**config.mk**
```make
export PLATFORM = sky130hd
export DESIGN_NAME = lcd_status_sequencer
export DESIGN_NICKNAME = d
export VERILOG_FILES = /design/src/rtl/lcd_status_sequencer.sv
export SDC_FILE = /design/constraint.sdc
export NUM_CORES = 1
export LEC_CHECK = 0
export BUFFER_PORTS_ARGS = -buffer_cell sky130_fd_sc_hd__buf_2
export CELL_PAD_IN_SITES_DETAIL_PLACEMENT = 0
export CELL_PAD_IN_SITES_GLOBAL_PLACEMENT = 1
export CORE_ASPECT_RATIO = 1.1
export CORE_MARGIN = 2
export CORE_UTILIZATION = 27
export DETAILED_ROUTE_END_ITERATION = 12
export PLACE_DENSITY_LB_ADDON = 0.15
export SYNTH_ARGS = -nofsm -noshare
export SYNTH_HDL_FRONTEND = slang
export SYNTH_SLANG_ARGS = --single-unit
```
**constraint.sdc**
```tcl
create_clock -name i_clk -period 3.2 [get_ports i_clk]
set_input_delay 0.32 -clock i_clk [delete_from_list [all_inputs] [get_ports i_clk]]
set_output_delay 0.32 -clock i_clk [all_outputs]
set_load 0.01 [all_outputs]
```
**src/rtl/lcd_status_sequencer.sv**
```systemverilog
// Status-code feeder for the 16x2 character-LCD driver.
// Buffers recorder status requests in a small FIFO and hands them to the driver one at a
// time, using the driver's READY as a two-edge handshake and holding each code for a
// minimum dwell so every status string is completely written before the next change.
module lcd_status_sequencer #(
    parameter int unsigned FIFO_DEPTH     = 4,
    parameter int unsigned DWELL_CYCLES   = 3600,
    parameter int unsigned TIMEOUT_CYCLES = 24000
) (
    input  logic       i_clk,
    input  logic       i_rst,
    input  logic       i_req_valid,
    input  logic [2:0] i_req_code,
    output logic       o_req_ready,
    input  logic       i_lcd_ready,
    output logic [2:0] o_input_state,
    output logic [2:0] o_shown,
    output logic       o_busy,
    output logic       o_err_timeout,
    output logic [7:0] o_drop_cnt
);

    localparam int unsigned AW           = (FIFO_DEPTH > 1) ? $clog2(FIFO_DEPTH) : 1;
    localparam logic [15:0] DWELL_LAST   = 16'(DWELL_CYCLES - 1);
    localparam logic [15:0] TIMEOUT_LAST = 16'(TIMEOUT_CYCLES - 1);
    localparam logic [2:0]  CODE_BLANK   = 3'b001;

    typedef enum logic [2:0] {
        StBoot,
        StIdle,
        StWaitIdle,
        StWaitTake,
        StDwell
    } state_e;

    state_e          state_q, state_d;
    logic [15:0]     timer_q, timer_d;
    logic [2:0]      input_state_q, input_state_d;
    logic [2:0]      shown_q, shown_d;
    logic            err_q, err_d;
    logic [7:0]      drop_q;

    logic [2:0]      mem [FIFO_DEPTH];
    logic [AW-1:0]   wr_ptr_q, rd_ptr_q;
    logic [AW:0]     count_q;

    logic            full, empty;
    logic [2:0]      head, tail, ref_code;
    logic            code_ok, accept, push_en, pop_en, drop_en;

    // FIFO status and request classification
    always_comb begin
        full     = (count_q == (AW+1)'(FIFO_DEPTH));
        empty    = (count_q == '0);
        head     = mem[rd_ptr_q];
        tail     = mem[wr_ptr_q - AW'(1)];
        // With nothing queued, a request repeating what is on screen is redundant.
        ref_code = empty ? shown_q : tail;
        code_ok  = (i_req_code != 3'b000) && (i_req_code <= 3'b101);
        accept   = i_req_valid && !full;
        push_en  = accept && code_ok && (i_req_code != ref_code);
        drop_en  = accept && !push_en;
        pop_en   = (state_q == StIdle) && !empty;
    end

    // FIFO storage; contents need no reset because the pointers define validity
    always_ff @(posedge i_clk) begin
        if (push_en) begin
            mem[wr_ptr_q] <= i_req_code;
        end
    end

    // FIFO pointers and occupancy
    always_ff @(posedge i_clk or posedge i_rst) begin
        if (i_rst) begin
            wr_ptr_q <= '0;
            rd_ptr_q <= '0;
            count_q  <= '0;
        end else begin
            if (push_en) begin
                wr_ptr_q <= wr_ptr_q + AW'(1);
            end
            if (pop_en) begin
                rd_ptr_q <= rd_ptr_q + AW'(1);
            end
            if (push_en && !pop_en) begin
                count_q <= count_q + (AW+1)'(1);
            end else if (pop_en && !push_en) begin
                count_q <= count_q - (AW+1)'(1);
            end
        end
    end

    // Saturating count of requests accepted but not queued
    always_ff @(posedge i_clk or posedge i_rst) begin
        if (i_rst) begin
            drop_q <= '0;
        end else if (drop_en && (drop_q != 8'hFF)) begin
            drop_q <= drop_q + 8'd1;
        end
    end

    // Handshake FSM next-state; the timer is shared by both wait states so their combined
    // residence is bounded by TIMEOUT_CYCLES
    always_comb begin
        state_d       = state_q;
        timer_d       = timer_q;
        input_state_d = input_state_q;
        shown_d       = shown_q;
        err_d         = err_q;
        unique case (state_q)
            StBoot: begin
                if (i_lcd_ready) begin
                    state_d = StIdle;
                end
            end
            StIdle: begin
                // A head equal to the shown code is popped and discarded without LCD activity.
                if (!empty && (head != shown_q)) begin
                    input_state_d = head;
                    timer_d       = '0;
                    state_d       = StWaitIdle;
                end
            end
            StWaitIdle: begin
                if (i_lcd_ready) begin
                    if (input_state_q == CODE_BLANK) begin
                        // Blank needs no take edge: the driver clears and stays idle.
                        shown_d = input_state_q;
                        timer_d = '0;
                        state_d = StDwell;
                    end else begin
                        timer_d = timer_q + 16'd1;
                        state_d = StWaitTake;
                    end
                end else if (timer_q >= TIMEOUT_LAST) begin
                    err_d   = 1'b1;
                    state_d = StBoot;
                end else begin
                    timer_d = timer_q + 16'd1;
                end
            end
            StWaitTake: begin
                if (!i_lcd_ready) begin
                    shown_d = input_state_q;
                    timer_d = '0;
                    state_d = StDwell;
                end else if (timer_q >= TIMEOUT_LAST) begin
                    err_d   = 1'b1;
                    state_d = StBoot;
                end else begin
                    timer_d = timer_q + 16'd1;
                end
            end
            StDwell: begin
                if (timer_q >= DWELL_LAST) begin
                    state_d = StIdle;
                end else begin
                    timer_d = timer_q + 16'd1;
                end
            end
            default: begin
                state_d = StBoot;
            end
        endcase
    end

    // Handshake FSM state and registered outputs
    always_ff @(posedge i_clk or posedge i_rst) begin
        if (i_rst) begin
            state_q       <= StBoot;
            timer_q       <= '0;
            input_state_q <= CODE_BLANK;
            shown_q       <= CODE_BLANK;
            err_q         <= 1'b0;
        end else begin
            state_q       <= state_d;
            timer_q       <= timer_d;
            input_state_q <= input_state_d;
            shown_q       <= shown_d;
            err_q         <= err_d;
        end
    end

    // Output mapping
    always_comb begin
        o_req_ready   = !full;
        o_input_state = input_state_q;
        o_shown       = shown_q;
        o_busy        = (state_q != StIdle) || !empty;
        o_err_timeout = err_q;
        o_drop_cnt    = drop_q;
    end

endmodule

```
==> metrics.sh <==
FINAL.PERIOD_UTILIZATION=0.887
HOLDCRITPATHCLASS='in2async'
YOSYSWARNINGS=0
WORSTPATHREQUIRED_NS=3.38
CRITICAL_PATH_BUF_INV_COUNT=2
RELSLEWSLACK=0.381
CRIT-REG2REG-LAUNCH='wr_ptr_q[1]'
LAYOUT_MIN_CYCLE_TIME_NS=2.84
TIGHTESTPINTRANSITION_NS=0.928
SETUP.WORST_PATH.END_CLASS='flip-flop'
TRITONCTS='done'
DIE_WIDTH_MICRONS=104
CTS_MADE_BUFFERS=5
DETAILEDPLACEMENTHPWL_MICRONS=4990
DRCVIOLATIONCOUNT=0
GP_WEIGHTED_CONGESTION=0.749
WORST_VOLTAGE_DROP_ACROSS_THE_VDD_GRID_uV=284
DIE_AREA_SQ_MM=0.0119
RSZ0062_AT_GRT='false'
SYNTH_CELL_TYPES=57
CP.DEPTH=10
PLACE.PORT_BUFFERS=23
CORE-AREA_SQ_MM=0.0109
REG2REG_DEPTH=10
PLACEMENT_ROWS=40
POWER.STATIC_LEAKAGE_nW=1.41
RESIZE_COUNT_POST_CTS=0
PWR_DENSITY_CELL_mW_PER_MM2=904
CLOCK_TRANSITION_AT_THE_REGISTERS_OF_THE_REPORTED_PATHS_NS=0.07
NUM_ANTENNA_CELLS=0
FLOORPLAN.IO_PINS=24
CP.ARRIVAL_NS=3.02
FINALSETUPTNS_NS=0
SYNTHFLOPTYPE='sky130_fd_sc_hd__dfrtp_1'
CLKSINKCOUNT=53
CELLS_ALONG_THE_CRITICAL_PATH='inv_1, ha_1, mux4_2, xor2_1, o31ai_1, a31oi_2, ha_1, inv_1, fa_1, mux2_2'
MAX-CLOCK-PATH-BUFFERS=2
ROUTE.DETAILED.VIAS_PER_INST=5.01
GRT_START_MAX_NET_PINS=42
GLOBAL_ROUTE.USAGE.TOTAL=0.128
CLOCK_SKEW_NS=0.00662
WORST_PATH_LARGEST_CELL_DELAY_NS=0.39
FINAL-HOLD-VIOLATION-COUNT=0
MAX_FREQ_MHz=352
CELL_AREA_AFTER_SYNTHESIS_SQ_MM=0.00299
R2R_END='count_q[1]'
GR-TOTAL-OVERFLOW=0
SYN-NUM-NETS=296
START_UTIL=0.275
POST_SYNTHESIS_TO_FINAL_LAYOUT_AREA_GROWTH_PCT=15.3
ANT_NETS=0
CHIPHEIGHT_MICRONS=114
CRITICAL_PATH.SLOWEST_CELL='sky130_fd_sc_hd__fa_1'
CLK_LATENCY_NS=0.29
SYNTH_LARGEST_AREA_CELL='sky130_fd_sc_hd__dfrtp_1'
FLIP_FLOP_AND_LATCH_COUNT_AFTER_SYNTHESIS=53
MAX_CAP_VIOL_COUNT=0
SYNTH.AREA.TOP_CELLS='sky130_fd_sc_hd__dfrtp_1 33%, sky130_fd_sc_hd__edfxtp_1 12%, sky130_fd_sc_hd__xor2_1 3.8%'
ANTENNA_FOUND_INITIAL=0
HOLDWS_NS=0.216
POSTSYNTH.ASYNCRESETSHARE=0.774
CRIT_PATH_MAX_FANOUT=4
FINALCOREUTILIZATION=0.318
WIRE_PER_INST_MICRONS=15.4
H_TREE_DEPTH=2
REGTOREGSETUPSLACK_NS=0.36
VIAS_IN_THE_FIRST_GLOBAL_ROUTE=2314
CP_TOP_DELAY_FAMILY='adder cells'
FINAL_NETS=325
YOSYSTOPAREACELLSHARE=0.326
DRTPASS1ITERATIONS=4
DRV_SLEW=0
HOLDBUFCOUNTCTS=0
LAYOUT_CELL_SHARE_WITH_DRIVE_STRENGTH_BEYOND_1=0.215
RUN_STATUS='finished, final reports clean'
GATE_COUNT_AFTER_TECHNOLOGY_MAPPING=281
DRT_WL_TOTAL_MICRONS=7060
POST_CTS.REPAIR.SETUP_BUFFERS=0
POSTSYNTHAREAPERCELL_SQ_UM=10.6
SHARE_OF_THE_YOSYS_CHIP_AREA_BELONGING_TO_REGISTERS=0.464
SYNTH_ENABLE_FLOP_CELLS=12
GRT_FIRST_PASS_WIRELENGTH_MICRONS=12200
SETUP-VIOLATIONS-FINAL=0
ROUTE.VIAS.TOTAL=2293
STARTPOINT_TYPE='flip-flop'
CRITICAL_PATH_CLASS='reg2reg'
DETAILEDROUTE.FIRSTITERATIONVIOLATIONS=67
CTS-ROOT-BUF='sky130_fd_sc_hd__clkbuf_16'
==> registers in the layout (all words and copies together) (netlist names) <==
signal	flops
timer_q	16
mem	12
o_shown	3
o_input_state	3
o_err_timeout	1
o_drop_cnt	8
count_q	3
wr_ptr_q	2
rd_ptr_q	2
state_q	3
==> area by class of cell <==
class                           instances  area (sq um)
Clock inverter                          1          7.51
Fill cell                            1125          7410
Sequential cell                        53          1390
Timing Repair Buffer                   31           175
Multi-Input combinational cell        207          1510
Tap cell                              147           184
Inverter                               12          45.0
Clock buffer                            7           136
==> logic make-up (layout without fill, tap and decap cells) <==
family	Yosys count	in the layout	share of synthesized area
xor+xnor	19	19	0.0556
flops	53	53	0.464
simple gates	90	90	0.163
buf+inv	21	51	0.0301
mux	16	16	0.0849
compound gates	74	74	0.166
fa+ha+maj	8	8	0.0360
==> through the flow <==
stage | area [sq um] | total power [mW] | setup WS, ns | instances
after detailed placement | 3310 | 2.59 | 0.392 | 450
after global routing | 3450 | 3.39 | 0.155 | 458
after global placement | 3310 | 2.61 | 0.452 | 450
after floorplan | 2990 | 2.19 | 0.0937 | 281
after CTS | 3450 | 3.17 | 0.356 | 458
final | 3450 | 3.12 | 0.360 | 458
==> layer usage <==
metal  track usage  part of all wire  vias up
li1              -                 -     1105
met1         0.177              0.49     1127
met2         0.199              0.46       50
met3        0.0233             0.032       11
met4        0.0514             0.020        0
met5             0                 0        -
==> synth_stat cells (2+ instances only) <==
library cell	count
sky130_fd_sc_hd__and2_1	5
sky130_fd_sc_hd__xnor2_1	6
sky130_fd_sc_hd__xor2_1	13
sky130_fd_sc_hd__nor4_1	2
sky130_fd_sc_hd__nor3b_1	6
sky130_fd_sc_hd__ha_1	7
sky130_fd_sc_hd__or3b_2	2
sky130_fd_sc_hd__o22a_1	2
sky130_fd_sc_hd__nor2_1	16
sky130_fd_sc_hd__a31oi_1	10
sky130_fd_sc_hd__edfxtp_1	12
sky130_fd_sc_hd__nor3_1	11
sky130_fd_sc_hd__o31ai_1	7
sky130_fd_sc_hd__clkbuf_1	5
sky130_fd_sc_hd__a21boi_0	2
sky130_fd_sc_hd__nand2_1	15
sky130_fd_sc_hd__dfstp_2	2
sky130_fd_sc_hd__mux2_2	9
sky130_fd_sc_hd__and3_1	6
sky130_fd_sc_hd__o22ai_1	5
sky130_fd_sc_hd__mux4_2	4
sky130_fd_sc_hd__a31o_2	2
sky130_fd_sc_hd__nand3_1	12
sky130_fd_sc_hd__nand2b_1	6
sky130_fd_sc_hd__inv_1	12
sky130_fd_sc_hd__o21ai_0	14
sky130_fd_sc_hd__buf_2	3
sky130_fd_sc_hd__dfrtp_1	39
sky130_fd_sc_hd__mux4_1	2
sky130_fd_sc_hd__a21oi_1	17
==> power breakdown <==
| group | total (mW) | switching, mW | internal [mW] |
|---|---|---|---|
| combinational | 1.45 | 0.766 | 0.689 |
| clock | 0.548 | 0.248 | 0.300 |
| sequential | 1.12 | 0.226 | 0.891 |
==> cells in the final DEF, fill, tap and decap left out, types with 2 or more instances in the layout <==
cell                        Yosys  final
sky130_fd_sc_hd__nand2b_1       6      6
sky130_fd_sc_hd__a21boi_0       2      2
sky130_fd_sc_hd__inv_1         12     11
sky130_fd_sc_hd__a31o_2         2      2
sky130_fd_sc_hd__a21oi_1       17     17
sky130_fd_sc_hd__clkbuf_16      0      5
sky130_fd_sc_hd__nand2_1       15     15
sky130_fd_sc_hd__dfrtp_1       39     39
sky130_fd_sc_hd__nor4_1         2      2
sky130_fd_sc_hd__and3_1         6      6
sky130_fd_sc_hd__o21ai_0       14     14
sky130_fd_sc_hd__mux4_1         2      2
sky130_fd_sc_hd__dfstp_2        2      2
sky130_fd_sc_hd__a31oi_1       10     10
sky130_fd_sc_hd__nor3_1        11     11
sky130_fd_sc_hd__or3b_2         2      2
sky130_fd_sc_hd__xor2_1        13     13
sky130_fd_sc_hd__nor3b_1        6      6
sky130_fd_sc_hd__o22a_1         2      2
sky130_fd_sc_hd__o22ai_1        5      5
sky130_fd_sc_hd__edfxtp_1      12     12
sky130_fd_sc_hd__buf_2          3     23
sky130_fd_sc_hd__xnor2_1        6      6
sky130_fd_sc_hd__nor2_1        16     16
sky130_fd_sc_hd__nand3_1       12     12
sky130_fd_sc_hd__and2_1         5      5
sky130_fd_sc_hd__mux4_2         4      4
sky130_fd_sc_hd__ha_1           7      7
sky130_fd_sc_hd__buf_4          0      8
sky130_fd_sc_hd__mux2_2         9      9
sky130_fd_sc_hd__o31ai_1        7      7
==> worst max path at each step <==
stage	slack, ns	end	startpoint
finish	0.36	count_q[1]	wr_ptr_q[1]
global route	0.16	count_q[2]	wr_ptr_q[1]
CTS	0.36	count_q[1]	wr_ptr_q[1]
detailed placement	0.39	count_q[1]	wr_ptr_q[0]
global placement	0.45	count_q[1]	wr_ptr_q[1]
floorplan	0.09	count_q[2]	wr_ptr_q[0]
No activity file was read; power rests on OpenSTA's default activity.
